## src/rtl/burst_read_scheduler_pkg.sv

```systemverilog
// Shared types for the burst read scheduler: FSM state encoding and a width helper.
package burst_read_scheduler_pkg;

    typedef enum logic [2:0] {
        IDLE,
        CALC,
        LAUNCH,
        SETTLE,
        WAIT,
        COMPLETE
    } state_t;

    // Minimum of 1 so a single-bit grant_id exists even for tiny configurations.
    function automatic int unsigned clog2(input int unsigned n);
        int unsigned w;
        w = 0;
        for (int unsigned i = 0; i < 32; i++) begin
            if ((64'd1 << i) < 64'(n)) w = i + 1;
        end
        return (w == 0) ? 1 : w;
    endfunction

endpackage

```

## src/rtl/burst_read_scheduler_rr_arbiter.sv

```systemverilog
// Combinational round-robin pick: first set request at or above rr_ptr, wrapping.
module burst_read_scheduler_rr_arbiter #(
    parameter int unsigned NUM_REQ      = 2,
    parameter int unsigned REQ_ID_WIDTH = 1
) (
    input  logic [NUM_REQ-1:0]      req,
    input  logic [REQ_ID_WIDTH-1:0] rr_ptr,
    output logic [REQ_ID_WIDTH-1:0] grant,
    output logic                    grant_valid
);

    localparam logic [REQ_ID_WIDTH:0] NREQ = (REQ_ID_WIDTH + 1)'(NUM_REQ);

    logic [NUM_REQ-1:0]  rot;
    logic [REQ_ID_WIDTH:0] sum;

    always_comb begin
        grant       = '0;
        grant_valid = 1'b0;
        sum         = '0;
        // Rotate so bit 0 is the requester at rr_ptr; the doubled vector provides the wrap.
        rot = NUM_REQ'({req, req} >> rr_ptr);
        for (int unsigned k = 0; k < NUM_REQ; k++) begin
            if (!grant_valid && rot[k]) begin
                grant_valid = 1'b1;
                sum = {1'b0, rr_ptr} + (REQ_ID_WIDTH + 1)'(k);
                if (sum >= NREQ) sum = sum - NREQ;
                grant = sum[REQ_ID_WIDTH-1:0];
            end
        end
    end

endmodule

```

## src/rtl/burst_read_scheduler.sv

```systemverilog
// Round-robin scheduler sharing one burst read master; splits transfers at
// CHUNK_BYTES-aligned boundaries and reports the owning requester on grant_id.
module burst_read_scheduler
    import burst_read_scheduler_pkg::*;
#(
    parameter int unsigned NUM_REQ         = 2,
    parameter int unsigned REQ_ID_WIDTH    = clog2(NUM_REQ),
    parameter int unsigned ADDRESSWIDTH    = 32,
    parameter int unsigned BYTEENABLEWIDTH = 2,
    parameter int unsigned CHUNK_BYTES     = 4096
) (
    input  logic                            clk,
    input  logic                            reset,
    input  logic [NUM_REQ-1:0]              req_valid,
    input  logic [NUM_REQ*ADDRESSWIDTH-1:0] req_base,
    input  logic [NUM_REQ*ADDRESSWIDTH-1:0] req_length,
    input  logic [NUM_REQ-1:0]              req_fixed,
    output logic [NUM_REQ-1:0]              req_ack,
    output logic [NUM_REQ-1:0]              req_done,
    output logic [REQ_ID_WIDTH-1:0]         grant_id,
    output logic                            busy,
    output logic                            ctrl_go,
    output logic [ADDRESSWIDTH-1:0]         ctrl_base,
    output logic [ADDRESSWIDTH-1:0]         ctrl_length,
    output logic                            ctrl_fixed,
    input  logic                            ctrl_done
);

    localparam logic [ADDRESSWIDTH-1:0] CHUNK     = ADDRESSWIDTH'(CHUNK_BYTES);
    localparam logic [ADDRESSWIDTH-1:0] OFF_MASK  = ADDRESSWIDTH'(CHUNK_BYTES - 1);
    localparam logic [ADDRESSWIDTH-1:0] WORD_MASK = ~ADDRESSWIDTH'(BYTEENABLEWIDTH - 1);
    localparam logic [REQ_ID_WIDTH-1:0] LAST_ID   = REQ_ID_WIDTH'(NUM_REQ - 1);

    state_t                    state;
    logic [ADDRESSWIDTH-1:0]   cur_addr;
    logic [ADDRESSWIDTH-1:0]   remaining;
    logic                      cur_fixed;
    logic [ADDRESSWIDTH-1:0]   chunk_len;
    logic [REQ_ID_WIDTH-1:0]   rr_ptr;

    logic [REQ_ID_WIDTH-1:0]   arb_grant;
    logic                      arb_valid;
    logic [ADDRESSWIDTH-1:0]   sel_base;
    logic [ADDRESSWIDTH-1:0]   sel_len;
    logic                      sel_fixed;
    logic [ADDRESSWIDTH-1:0]   room;
    logic [ADDRESSWIDTH-1:0]   calc_len;

    burst_read_scheduler_rr_arbiter #(
        .NUM_REQ      (NUM_REQ),
        .REQ_ID_WIDTH (REQ_ID_WIDTH)
    ) u_arb (
        .req         (req_valid),
        .rr_ptr      (rr_ptr),
        .grant       (arb_grant),
        .grant_valid (arb_valid)
    );

    always_comb begin
        sel_base  = '0;
        sel_len   = '0;
        sel_fixed = 1'b0;
        for (int unsigned i = 0; i < NUM_REQ; i++) begin
            if (arb_grant == REQ_ID_WIDTH'(i)) begin
                sel_base  = req_base[i*ADDRESSWIDTH +: ADDRESSWIDTH];
                sel_len   = req_length[i*ADDRESSWIDTH +: ADDRESSWIDTH];
                sel_fixed = req_fixed[i];
            end
        end
        room     = cur_fixed ? CHUNK : CHUNK - (cur_addr & OFF_MASK);
        calc_len = (remaining < room) ? remaining : room;
    end

    always_ff @(posedge clk or posedge reset) begin
        if (reset) begin
            state       <= IDLE;
            req_ack     <= '0;
            req_done    <= '0;
            grant_id    <= '0;
            busy        <= 1'b0;
            ctrl_go     <= 1'b0;
            ctrl_base   <= '0;
            ctrl_length <= '0;
            ctrl_fixed  <= 1'b0;
            cur_addr    <= '0;
            remaining   <= '0;
            cur_fixed   <= 1'b0;
            chunk_len   <= '0;
            rr_ptr      <= '0;
        end else begin
            req_ack  <= '0;
            req_done <= '0;
            ctrl_go  <= 1'b0;
            unique case (state)
                IDLE: begin
                    if (arb_valid) begin
                        req_ack   <= NUM_REQ'(1) << arb_grant;
                        grant_id  <= arb_grant;
                        cur_addr  <= sel_base;
                        remaining <= sel_len & WORD_MASK;
                        cur_fixed <= sel_fixed;
                        rr_ptr    <= (arb_grant == LAST_ID) ? '0 : arb_grant + REQ_ID_WIDTH'(1);
                        busy      <= 1'b1;
                        state     <= CALC;
                    end
                end
                CALC: begin
                    if (remaining == '0) begin
                        state <= COMPLETE;
                    end else begin
                        chunk_len   <= calc_len;
                        ctrl_go     <= 1'b1;
                        ctrl_base   <= cur_addr;
                        ctrl_length <= calc_len;
                        ctrl_fixed  <= cur_fixed;
                        state       <= LAUNCH;
                    end
                end
                LAUNCH: state <= SETTLE;
                // The master's done flag still reflects its idle state until the go edge lands.
                SETTLE: state <= WAIT;
                WAIT: begin
                    if (ctrl_done) begin
                        remaining <= remaining - chunk_len;
                        if (!cur_fixed) cur_addr <= cur_addr + chunk_len;
                        state <= CALC;
                    end
                end
                COMPLETE: begin
                    req_done <= NUM_REQ'(1) << grant_id;
                    busy     <= 1'b0;
                    state    <= IDLE;
                end
                default: state <= IDLE;
            endcase
        end
    end

endmodule

```

## config.mk

```make
export PLATFORM = sky130hd
export DESIGN_NAME = burst_read_scheduler
export DESIGN_NICKNAME = d
export VERILOG_FILES = /design/src/rtl/burst_read_scheduler_pkg.sv /design/src/rtl/burst_read_scheduler_rr_arbiter.sv /design/src/rtl/burst_read_scheduler.sv
export SDC_FILE = /design/constraint.sdc
export NUM_CORES = 1
export LEC_CHECK = 0
export ABC_AREA = 1
export CAP_MARGIN = 10
export CORE_MARGIN = 4
export CORE_UTILIZATION = 50
export DETAILED_ROUTE_END_ITERATION = 8
export GPL_TIMING_DRIVEN = 0
export PLACE_DENSITY = 0.87
export RECOVER_POWER = 100
export REMOVE_ABC_BUFFERS = 1
export SLEW_MARGIN = 15
export SYNTH_ARGS = -nofsm -noshare
export SYNTH_HDL_FRONTEND = slang
export SYNTH_HIERARCHICAL = 1
export SYNTH_SLANG_ARGS = --single-unit
export TNS_END_PERCENT = 1
```

## constraint.sdc

```tcl
create_clock -name clk -period 9.5 [get_ports clk]
set_input_delay 1.9 -clock clk [delete_from_list [all_inputs] [get_ports clk]]
set_output_delay 1.9 -clock clk [all_outputs]
set_load 0.01 [all_outputs]
```

==> impl_metrics.tcl <==
set metrics [dict create \
    r2r_slack_ns 3.19 \
    hold_class "register to register" \
    syn_area_um2 12000 \
    seq_area_frac_synth 0.295 \
    routedWlPerCell_um 15.3 \
    drc 0 \
    fp.coreArea_um2 23500 \
    critical_path_required_ns 9.79 \
    cts.sinks 141 \
    rows 56 \
    r2r_end "chunk_len[8]$_DFFE_PP0P_" \
    arrival_ns 6.60 \
    grt_max_degree 82 \
    vias_per_cell 5.27 \
    met1_usage 0.365 \
    totalWireLength_um 37300 \
    io_pins 207 \
    syn2layout_area_growth_pct 23.9 \
    diodes 0 \
    worstSetupEndpoint "chunk_len[8]$_DFFE_PP0P_" \
    ir_drop_mv 0.162 \
    post_dp_cell_area_um2 14300 \
    ctsHoldBuffers 0 \
    dp_hpwl_um 28800 \
    cts_root_buf "clkbuf_16" \
    detailedPlace.worstSlack_ns 5.00 \
    max_freq_mhz 158 \
    r2r_cells 8 \
    cts_inserted_buffers 17 \
    avgSynthCellArea_um2 6.18 \
    yosys-top-cells-area "dfrtp_1 (30%), nand2_1 (22%), inv_1 (9.8%), ha_1 (7.9%), nor2_1 (6.6%)" \
    r2r_start "remaining[24]$_DFFE_PP0P_" \
    drt_iter0_drc 1128 \
    slew_viol_final 139 \
    yosysTopAreaCell "dfrtp_1" \
    grt_pass1_vias 12338 \
    drive_above_1_share 0.0250 \
    end_kind "register" \
    setup_tns_ns 0 \
    nets 2321 \
    portBuffers 204 \
    yosys.area.top_type_share 0.295 \
    die_h_um 163 \
    yosysWarnings 6 \
    period_minus_slack_ns 6.31 \
    status "finished with violations" \
    ys_ff_latch 141 \
    synthDistinctLibCells 42 \
    post-route-cell-area_um2 14800 \
    path_clk_slew_ns 0.07 \
    cap_viol_max_count 3 \
    antenna_found_initial 0 \
    tightest_slew_ns 3.35 \
    cts_tree "built" \
    p_per_area_nw_per_um2 320 \
    use_met2 0.467 \
    setup_viol 0 \
    syn_inst 1935 \
    final_antenna_net_count 0 \
    grt_pass1_wl_um 59700 \
    vias 12860 \
    path_class "register to register" \
    finalHoldViolations 0 \
    fin_crit_sh 0.664 \
    slew_headroom -1.26 \
    place_congestion 0.932 \
    hold_ws_ns 0.455 \
    ctsResizeCount 0 \
    rsz0062_at_grt "false" \
    globalRouteMet3Util 0.0451 \
    grt_usage 0.278 \
    n_fill_cell 2111 \
    clock_path_buffers 2 \
    cp-startpoint "remaining[24]$_DFFE_PP0P_" \
    power_leakage_uw 0.00812 \
    initial_core_util 0.509 \
    postLayoutCoreUtil 0.631 \
    worst-path-max-fanout 48 \
    dr.pass1.iters 7 \
    crit_path_start_kind "register" \
    clock_latency_ns 0.43 \
    fp.dieW_um 163 \
    fin_skew_ns 0.0153 \
    cts_max_level 4 \
    die-area_um2 26400 \
    busiest_layer "met2" \
    violations "max-capacitance violations, max-slew violations" \
    timing.final.ws_setup_ns 3.19 \
    cts_setup_buffers 0 \
    gr-total-overflow 0 \
]
## layer usage
layer / wire [um] / vias up / part of all wire
met3: 2730 / 76 / 0.073
li1: - / 6397 / -
met5: 0 / - / 0
met2: 17300 / 496 / 0.46
met4: 1190 / 0 / 0.032
met1: 16100 / 5891 / 0.43
## final cells by class
cell class                      count  area [um2]  area share
Tap cell                          319         399      0.0270
Multi-Input combinational cell   1419        6910       0.466
Timing Repair Buffer              209        2120       0.143
Clock inverter                     12         209      0.0141
Clock buffer                       20         437      0.0295
Inverter                          321        1210      0.0819
Sequential cell                   141        3530       0.238
## report_power, final
group          leakage [uW]  switching (uW)  internal (uW)
sequential          0.00173             255            855
combinational       0.00608            1840           1040
clock              0.000306             284            470
total               0.00812            2380           2360
## kinds of logic after synthesis
| logic type | after synthesis | synth area share |
|---|---|---|
| AOI/OAI and AO/OA | 223 | 0.107 |
| and+or+nand+nor | 1091 | 0.370 |
| DFF | 141 | 0.295 |
| buffers and inverters | 375 | 0.125 |
| adders and majority gates | 77 | 0.0819 |
| xor gates and xnor gates | 28 | 0.0205 |
## how the worst min path moves through the flow
stage | slack (ns) | from | to | cells after the start
after floorplan | 0.45 | rr_ptr$_DFFE_PP0P_ | rr_ptr$_DFFE_PP0P_ | 2
after global placement | 0.44 | grant_id$_DFFE_PP0P_ | req_done[0]$_DFF_PP0_ | 1
after detailed placement | 0.45 | grant_id$_DFFE_PP0P_ | req_done[0]$_DFF_PP0_ | 1
after CTS | 0.46 | grant_id$_DFFE_PP0P_ | req_done[0]$_DFF_PP0_ | 1
after global routing | 0.46 | grant_id$_DFFE_PP0P_ | req_done[0]$_DFF_PP0_ | 1
final | 0.46 | grant_id$_DFFE_PP0P_ | req_done[0]$_DFF_PP0_ | 1
## Yosys cell counts, drive strengths merged
master / instances
nand2: 702
inv: 321
nor2: 211
dfrtp: 141
nand3: 136
a21oi: 99
ha: 75
o21ai: 62
buf: 31
xor2: 28
clkbuf: 23
a31oi: 17
o31ai: 17
nand4: 11
nand3b: 9
o211ai: 9
nor3: 8
a22oi: 6
or2: 6
a21o: 4
and3: 4
nor4: 4
o21bai: 4
o22ai: 4
fa: 2
a211oi: 1
## metrics by stage
stage / instances / total power, uW
after floorplan: 1881 / 3040
after CTS: 2441 / 4770
after global placement: 2404 / 3890
after detailed placement: 2409 / 3990
final: 2441 / 4740
after global routing: 2441 / 5180
## state kept, by name (all words and copies together) (netlist names)
signal,flops
busy,1
chunk_len,32
state,3
cur_addr,32
req_ack,2
remaining,32
cur_fixed,1
rr_ptr,1
ctrl_go,1
req_done,2
ctrl_fixed,1
ctrl_base,32
grant_id,1
## worst max-delay path, stage by stage, from the launching register on
cell	delay (ns)
dfrtp_1	0.41
nor2_1	0.13
nand2_1	0.08
nor2_1	0.19
nand4_1	0.31
o21ai_0	2.58
inv_1	1.88
nand3_1	0.46
nand2_1	0.10
## cells in the final DEF, fill, tap and decap left out, types with 2 or more instances in the layout
cell type	synthesis	final
nand2_1	700	700
nor3_1	6	6
and3_1	4	4
o22ai_1	4	4
o21ai_1	10	5
o21ai_0	50	57
inv_2	7	3
o211ai_1	9	9
a31oi_1	17	17
clkbuf_1	23	5
or2_2	4	4
inv_4	1	2
buf_12	0	2
clkinv_4	0	2
fa_1	2	2
a22oi_2	3	3
nand4_1	10	11
inv_6	0	3
nand3b_1	9	9
nor4_1	4	4
a22oi_1	3	3
dlygate4sd3_1	0	75
nor2_1	209	209
clkbuf_16	0	17
bufinv_16	0	5
dfrtp_1	141	141
nor3_4	2	2
inv_1	313	313
a21oi_1	98	99
clkdlybuf4s50_1	0	129
o21bai_1	4	4
nand3_1	135	136
o31ai_1	17	17
clkinvlp_4	0	2
ha_1	75	75
xor2_1	28	28
a21o_1	4	4
nor2_4	2	2
(Power assumes the default switching activity.)
